===== config.mk =====
export PLATFORM = sky130hd
export DESIGN_NAME = snax_csr_req_buffer
export DESIGN_NICKNAME = d
export VERILOG_FILES = /design/src/rtl/snax_csr_buf_pkg.sv /design/src/rtl/snax_csr_fifo.sv /design/src/rtl/snax_csr_req_buffer.sv
export SDC_FILE = /design/constraint.sdc
export NUM_CORES = 1
export LEC_CHECK = 0
export BUFFER_PORTS_ARGS = -buffer_cell sky130_fd_sc_hd__clkbuf_2
export CORE_AREA = 2 2 178 180
export CTS_BUF_LIST = sky130_fd_sc_hd__clkbuf_8
export CTS_CLUSTER_SIZE = 20
export DETAILED_ROUTE_END_ITERATION = 12
export DIE_AREA = 0 0 180 182
export SLEW_MARGIN = 20
export SYNTH_ARGS = -nofsm -noshare
export SYNTH_HDL_FRONTEND = slang
export SYNTH_SLANG_ARGS = --single-unit

===== constraint.sdc =====
create_clock -name clk_i -period 5.14 [get_ports clk_i]
set_clock_uncertainty 0.05 [all_clocks]
set_input_delay 0 -clock clk_i [delete_from_list [all_inputs] [get_ports clk_i]]
set_output_delay 0 -clock clk_i [all_outputs]
set_load 0.02 [all_outputs]

===== src/rtl/snax_csr_buf_pkg.sv =====
// Shared types for the SNAX CSR request buffer: request record and error codes.
// Latency: n/a (declarations only).
// Backpressure: n/a.
package snax_csr_buf_pkg;

    localparam int unsigned CsrDataWidth = 32;
    localparam int unsigned CsrAddrWidth = 32;

    // Canonical request record carried through the request FIFO.
    typedef struct packed {
        logic [CsrDataWidth-1:0] data;
        logic [CsrAddrWidth-1:0] addr;
        logic                    write;
    } csr_req_t;

    // Sticky error codes; anything other than ERR_NONE raises err_o.
    typedef enum logic [1:0] {
        ERR_NONE            = 2'd0,
        ERR_UNSOLICITED_RSP = 2'd1
    } err_code_e;

    function automatic logic err_active(input err_code_e code);
        return code != ERR_NONE;
    endfunction

endpackage


===== src/rtl/snax_csr_fifo.sv =====
// Generic valid/ready FIFO, no fall-through: a pushed entry appears on the head the next cycle.
// Latency: 1 cycle push-to-head.
// Backpressure: ready_o = !full, a push while full is refused even if a pop happens that cycle.
module snax_csr_fifo #(
    parameter int unsigned Depth = 2,
    parameter type         T     = logic,
    localparam int unsigned CntW = $clog2(Depth + 1),
    localparam int unsigned PtrW = (Depth > 1) ? $clog2(Depth) : 1
) (
    input  logic            clk_i,
    input  logic            rst_ni,
    input  T                data_i,
    input  logic            valid_i,
    output logic            ready_o,
    output T                data_o,
    output logic            valid_o,
    input  logic            ready_i,
    output logic [CntW-1:0] usage_o
);

    T                mem_q [Depth];
    T                mem_d [Depth];
    logic [PtrW-1:0] wptr_q, wptr_d;
    logic [PtrW-1:0] rptr_q, rptr_d;
    logic [CntW-1:0] cnt_q, cnt_d;

    logic push, pop;

    assign ready_o = (cnt_q != CntW'(Depth));
    assign valid_o = (cnt_q != '0);
    assign data_o  = mem_q[rptr_q];
    assign usage_o = cnt_q;

    assign push = valid_i && ready_o;
    assign pop  = valid_o && ready_i;

    // Next-state for storage, pointers (wrap at Depth) and occupancy.
    always_comb begin
        mem_d  = mem_q;
        wptr_d = wptr_q;
        rptr_d = rptr_q;
        cnt_d  = cnt_q;
        if (push) begin
            mem_d[wptr_q] = data_i;
            wptr_d = (wptr_q == PtrW'(Depth - 1)) ? '0 : wptr_q + PtrW'(1);
        end
        if (pop) begin
            rptr_d = (rptr_q == PtrW'(Depth - 1)) ? '0 : rptr_q + PtrW'(1);
        end
        case ({push, pop})
            2'b10:   cnt_d = cnt_q + CntW'(1);
            2'b01:   cnt_d = cnt_q - CntW'(1);
            default: cnt_d = cnt_q;
        endcase
    end

    // State registers; storage clears so the head reads zero out of reset.
    always_ff @(posedge clk_i or negedge rst_ni) begin
        if (!rst_ni) begin
            for (int i = 0; i < Depth; i++) mem_q[i] <= '0;
            wptr_q <= '0;
            rptr_q <= '0;
            cnt_q  <= '0;
        end else begin
            mem_q  <= mem_d;
            wptr_q <= wptr_d;
            rptr_q <= rptr_d;
            cnt_q  <= cnt_d;
        end
    end

endmodule


===== src/rtl/snax_csr_req_buffer.sv =====
// In-order elastic CSR buffer between the SNAX translator and the streamer CSR port; optional perf counters under SNAX_CSR_BUF_PERF_EN.
// Latency: 1 cycle upstream-accept to dn_req_valid_o, 1 cycle dn response to up_rsp_valid_o.
// Backpressure: req FIFO full drops up_req_ready_o; reads stall (and block everything behind) when RspDepth reads are outstanding.
module snax_csr_req_buffer
    import snax_csr_buf_pkg::*;
#(
    parameter int unsigned DataWidth = CsrDataWidth,
    parameter int unsigned AddrWidth = CsrAddrWidth,
    parameter int unsigned ReqDepth  = 2,
    parameter int unsigned RspDepth  = 2
) (
    input  logic                 clk_i,
    input  logic                 rst_ni,
    input  logic [DataWidth-1:0] up_req_data_i,
    input  logic [AddrWidth-1:0] up_req_addr_i,
    input  logic                 up_req_write_i,
    input  logic                 up_req_valid_i,
    output logic                 up_req_ready_o,
    output logic [DataWidth-1:0] up_rsp_data_o,
    output logic                 up_rsp_valid_o,
    input  logic                 up_rsp_ready_i,
    output logic [DataWidth-1:0] dn_req_data_o,
    output logic [AddrWidth-1:0] dn_req_addr_o,
    output logic                 dn_req_write_o,
    output logic                 dn_req_valid_o,
    input  logic                 dn_req_ready_i,
    input  logic [DataWidth-1:0] dn_rsp_data_i,
    input  logic                 dn_rsp_valid_i,
    output logic                 dn_rsp_ready_o,
    output logic                 idle_o,
    output logic                 err_o
`ifdef SNAX_CSR_BUF_PERF_EN
    ,
    output logic [31:0]          stall_cnt_o,
    output logic [31:0]          rd_cnt_o
`endif
);

    localparam int unsigned ReqCntW = $clog2(ReqDepth + 1);
    localparam int unsigned OutW    = $clog2(RspDepth + 1);

    // Same shape as csr_req_t, but sized by this instance's widths.
    typedef struct packed {
        logic [DataWidth-1:0] data;
        logic [AddrWidth-1:0] addr;
        logic                 write;
    } req_t;

    typedef logic [DataWidth-1:0] rsp_t;

    req_t             req_in, req_head;
    logic             req_vld, req_pop_rdy;
    logic [ReqCntW-1:0] req_usage;
    logic             credit_ok;

    logic             rsp_push_vld;
    logic [OutW-1:0]  rsp_usage;

    logic [OutW-1:0]  outstanding_q, outstanding_d;
    err_code_e        err_code_q, err_code_d;

    logic             rd_issue, rsp_pop, unsolicited;

    assign req_in = '{data: up_req_data_i, addr: up_req_addr_i, write: up_req_write_i};

    snax_csr_fifo #(
        .Depth (ReqDepth),
        .T     (req_t)
    ) i_req_fifo (
        .clk_i   (clk_i),
        .rst_ni  (rst_ni),
        .data_i  (req_in),
        .valid_i (up_req_valid_i),
        .ready_o (up_req_ready_o),
        .data_o  (req_head),
        .valid_o (req_vld),
        .ready_i (req_pop_rdy),
        .usage_o (req_usage)
    );

    // Writes always pass; a read needs a free response slot. The head is
    // never bypassed, so a stalled read holds back every write behind it.
    assign credit_ok      = req_head.write || (outstanding_q < OutW'(RspDepth));
    assign dn_req_valid_o = req_vld && credit_ok;
    assign req_pop_rdy    = dn_req_ready_i && credit_ok;
    assign dn_req_data_o  = req_head.data;
    assign dn_req_addr_o  = req_head.addr;
    assign dn_req_write_o = req_head.write;

    // A response with no read waiting for it (every outstanding read already
    // has its data buffered) is unsolicited and is dropped.
    assign unsolicited  = dn_rsp_valid_i && dn_rsp_ready_o && (outstanding_q == rsp_usage);
    assign rsp_push_vld = dn_rsp_valid_i && (outstanding_q != rsp_usage);

    snax_csr_fifo #(
        .Depth (RspDepth),
        .T     (rsp_t)
    ) i_rsp_fifo (
        .clk_i   (clk_i),
        .rst_ni  (rst_ni),
        .data_i  (dn_rsp_data_i),
        .valid_i (rsp_push_vld),
        .ready_o (dn_rsp_ready_o),
        .data_o  (up_rsp_data_o),
        .valid_o (up_rsp_valid_o),
        .ready_i (up_rsp_ready_i),
        .usage_o (rsp_usage)
    );

    assign rd_issue = dn_req_valid_o && dn_req_ready_i && !req_head.write;
    assign rsp_pop  = up_rsp_valid_o && up_rsp_ready_i;

    // Credit accounting and sticky error capture.
    always_comb begin
        outstanding_d = outstanding_q;
        case ({rd_issue, rsp_pop})
            2'b10:   outstanding_d = outstanding_q + OutW'(1);
            2'b01:   outstanding_d = outstanding_q - OutW'(1);
            default: outstanding_d = outstanding_q;
        endcase
        err_code_d = err_code_q;
        if (unsolicited) err_code_d = ERR_UNSOLICITED_RSP;
    end

    // Credit counter and error code registers.
    always_ff @(posedge clk_i or negedge rst_ni) begin
        if (!rst_ni) begin
            outstanding_q <= '0;
            err_code_q    <= ERR_NONE;
        end else begin
            outstanding_q <= outstanding_d;
            err_code_q    <= err_code_d;
        end
    end

    assign err_o  = err_active(err_code_q);
    assign idle_o = (req_usage == '0) && (outstanding_q == '0);

`ifdef SNAX_CSR_BUF_PERF_EN
    logic [31:0] stall_cnt_q, stall_cnt_d;
    logic [31:0] rd_cnt_q, rd_cnt_d;

    // Saturating counters: downstream stall cycles and completed reads.
    always_comb begin
        stall_cnt_d = stall_cnt_q;
        rd_cnt_d    = rd_cnt_q;
        if (dn_req_valid_o && !dn_req_ready_i && (stall_cnt_q != '1)) stall_cnt_d = stall_cnt_q + 32'd1;
        if (rsp_pop && (rd_cnt_q != '1)) rd_cnt_d = rd_cnt_q + 32'd1;
    end

    // Perf counter registers.
    always_ff @(posedge clk_i or negedge rst_ni) begin
        if (!rst_ni) begin
            stall_cnt_q <= '0;
            rd_cnt_q    <= '0;
        end else begin
            stall_cnt_q <= stall_cnt_d;
            rd_cnt_q    <= rd_cnt_d;
        end
    end

    assign stall_cnt_o = stall_cnt_q;
    assign rd_cnt_o    = rd_cnt_q;
`endif

endmodule


==> results.md <==
* Outcome: finished clean
* DR WL/cell at 15.2 um
* Syn_area_per_cell at 16.0 um2
* WL final at just over 20 mm
* Cells after Synth at between 500 and 600
* Worst R2R End: i_req_fifo.mem_q[67]
* Core area at 31,000 um2
* Die width at 180 um
* Reg2reg start: i_req_fifo.usage_o[0]
* # clock sinks at 205
* PwrDens at 697 nW/um2
* Via Count at 5,768
* Syn-to-layout area delta at 34.8%
* Worst-margin pin slew at 0.952 ns
* Crit-path max FO at 32
* Clock slew seen by the registers of the worst setup and hold paths at 0.05 ns
* CTS tree: done
* Leakage power figure at between 0.005 and 0.006 uW
* Final WS setup at 2.71 ns
* 1st-iter DRT viols at 152
* Max-cap viol count at 0
* # rows at 65
* VDD IR-drop max at around 0.35 mV
* Post_cts resized at 0
* Post-synth EDFFs at 0
* Post-route cell area at 12,300 um2
* Area share of the largest cell type after synthesis at 0.560
* Dominant cell type by area after synthesis: dfrtp_1
* Final hold vios at 0
* Async S/R FF share, synth at 1.00
* CTS H-tree depth at 2
* Final worst path period need at 2.43 ns
* Post-Syn Nets at 680
* DRC viols at 0
* First-pass GRT wire length at 33.1 mm
* Setup violations, final at 0
* Register area share after synthesis at 0.560
* Synth area leaders: dfrtp_1 56%, mux2_2 31%, mux2_4 4.9%
* Vias/cell at 4.35
* Die Ht at 182 um
* Cell variety after synth at 35
* Hpwl dp at 12.5 mm
* DP Area at 10,500 um2
* GP Congestion at between 0.6 and 0.7
* Worst Setup End Kind: flop
* Max-Slew Margin vs Limit at 0.365
* Clock Path Buffers at 3
* Reg2reg path depth at 5
* Setup TNS at 0 ns
* Tcrit/Tclk final at 0.473
* Most frequent cells in the layout: 253 x mux2_2, 204 x dfrtp_1, 204 x clkbuf_2
* Num CTS Buffers at 39
* Fmax at a little over 0.4 GHz
* Clock Latency Late Sink at 0.52 ns
* Fin. max-slew vios at 0
* Worst setup path class: flop to flop
* Main synth FF type: dfrtp_1
* Starting density of the core at 0.296
* WP data required at 5.47 ns
* Synth Register Bits at 205
* Grt ovf at 0
* FILL cells at between 2,000 and 3,000
* Largest net degree at the start of global routing at between 100 and 150
* Pre-CTS WS at 2.66 ns
* HP Class: input port to asynchronous set/reset pin
* CP Data Arrival Time at 2.77 ns
* Number of global-route vias before repair at ~6,300
* CTS root buf: clkbuf_8
* Number of port buffers at between 200 and 250
* Antenna violations before repair at 1
* Die area at 32,800 um2
* Ratio of cells with drive above 1 in the final layout at 0.606
* Worst R2R Setup Slack at between 2 and 3 ns
* RSZ-0062 raised after global routing: no
* Critical Path Start Type: flop
* YS warnings at 0
* Pre-Repair DR Iteration Count at 4
* Ports at approximately 200
* Number of nets in the layout at ~1,000
* Commonest non-fill, non-tap cell in the layout: mux2_2
* GRT Total Usage at 0.123
* Post-synthesis cell area at 9160 um2
* DRT antenna net count at 0
[power breakdown]
part | internal, uW | switching, uW | leakage (uW)
sequential | 2460 | 428 | 0.00241
combinational | 2060 | 2030 | 0.00275
clock | 954 | 673 | 0.000478
total | 5470 | 3130 | 0.00563
[metal layers]
metal	global-route usage	part of all wire	routed length, um	vias up
met1	0.156	0.44	8930	2831
met3	0.0435	0.079	1580	43
met5	0	0	0	-
met2	0.196	0.45	9110	186
li1	-	-	-	2708
met4	0.0420	0.025	496	0
[cell type report]
type / count / area, um2 / area share
Clock inverter: 21 / 135 / 0.0109
Sequential cell: 205 / 5130 / 0.416
Tap cell: 402 / 503 / 0.0407
Antenna cell: 1 / 2.50 / 0.000203
Multi-Input combinational cell: 333 / 3770 / 0.305
Clock buffer: 49 / 674 / 0.0546
Timing Repair Buffer: 314 / 2120 / 0.172
Inverter: 2 / 7.51 / 0.000608
[registers in the layout, indices dropped and copies added, names as in the netlist]
| signal | cells |
|---|---|
| i_req_fifo.wptr_q | 1 |
| err_code_q | 1 |
| i_rsp_fifo.wptr_q | 1 |
| outstanding_q | 2 |
| i_req_fifo.usage_o | 2 |
| i_rsp_fifo.mem_q | 64 |
| i_rsp_fifo.usage_o | 2 |
| i_rsp_fifo.rptr_q | 1 |
| i_req_fifo.mem_q | 130 |
| i_req_fifo.rptr_q | 1 |
[kinds of logic after synthesis]
family | count (synthesis) | share of synthesized area
fa+ha+maj | 3 | 0.00410
flops | 205 | 0.560
xor+xnor | 13 | 0.0124
buf+inv | 36 | 0.0306
mux | 291 | 0.370
compound gates | 8 | 0.0109
simple gates | 18 | 0.0122
[stage by stage]
stage          total power (uW)  std cells  hold slack [ns]   util
2_1_floorplan              5950        574           -0.346      -
3_3_place_gp               6920       1154            0.102  0.339
3_5_place_dp               7010       1154           0.0964  0.339
4_1_cts                    8770       1326           0.0970  0.398
5_1_grt                    9180       1327            0.108  0.398
6_report                   8610       1327           0.0433  0.398
[worst max-delay path, stage by stage, from the launching register on]
cell,delay (ns)
dfrtp_1,0.42
nand2b_1,0.22
nand2_1,0.16
nor2_4,0.54
buf_4,0.52
mux2_2,0.39
[synth_stat cells (2+ instances only)]
cell        n
mux2_2    253
buf_2      13
xor2_1      5
clkbuf_1    4
mux2_4     30
nand2b_1    2
inv_1       2
mux2_1      7
nand2_1     2
nor2_1      5
buf_1       2
ha_1        3
dfrtp_1   205
and2_1      2
buf_6      10
xnor2_1     8
buf_12      3
[how the worst max path moves through the flow]
stage / startpoint / endpoint / slack [ns] / cells after the start
floorplan: i_req_fifo.rptr_q / outstanding_q[1] / 3.21 / 7
CTS: i_req_fifo.usage_o[0] / i_req_fifo.mem_q[82] / 2.65 / 5
detailed placement: i_req_fifo.usage_o[0] / i_req_fifo.mem_q[82] / 2.66 / 5
global placement: i_req_fifo.usage_o[0] / i_req_fifo.mem_q[67] / 2.72 / 5
global route: i_req_fifo.usage_o[0] / i_req_fifo.mem_q[76] / 2.52 / 5
finish: i_req_fifo.usage_o[0] / i_req_fifo.mem_q[67] / 2.71 / 5
[repair_timing]
action                                 in CTS  in global routing
endpoints found under the hold margin     298                  0
hold buffers                              102                  0
setup buffers                               0                  0
(Power assumes the default switching activity.)
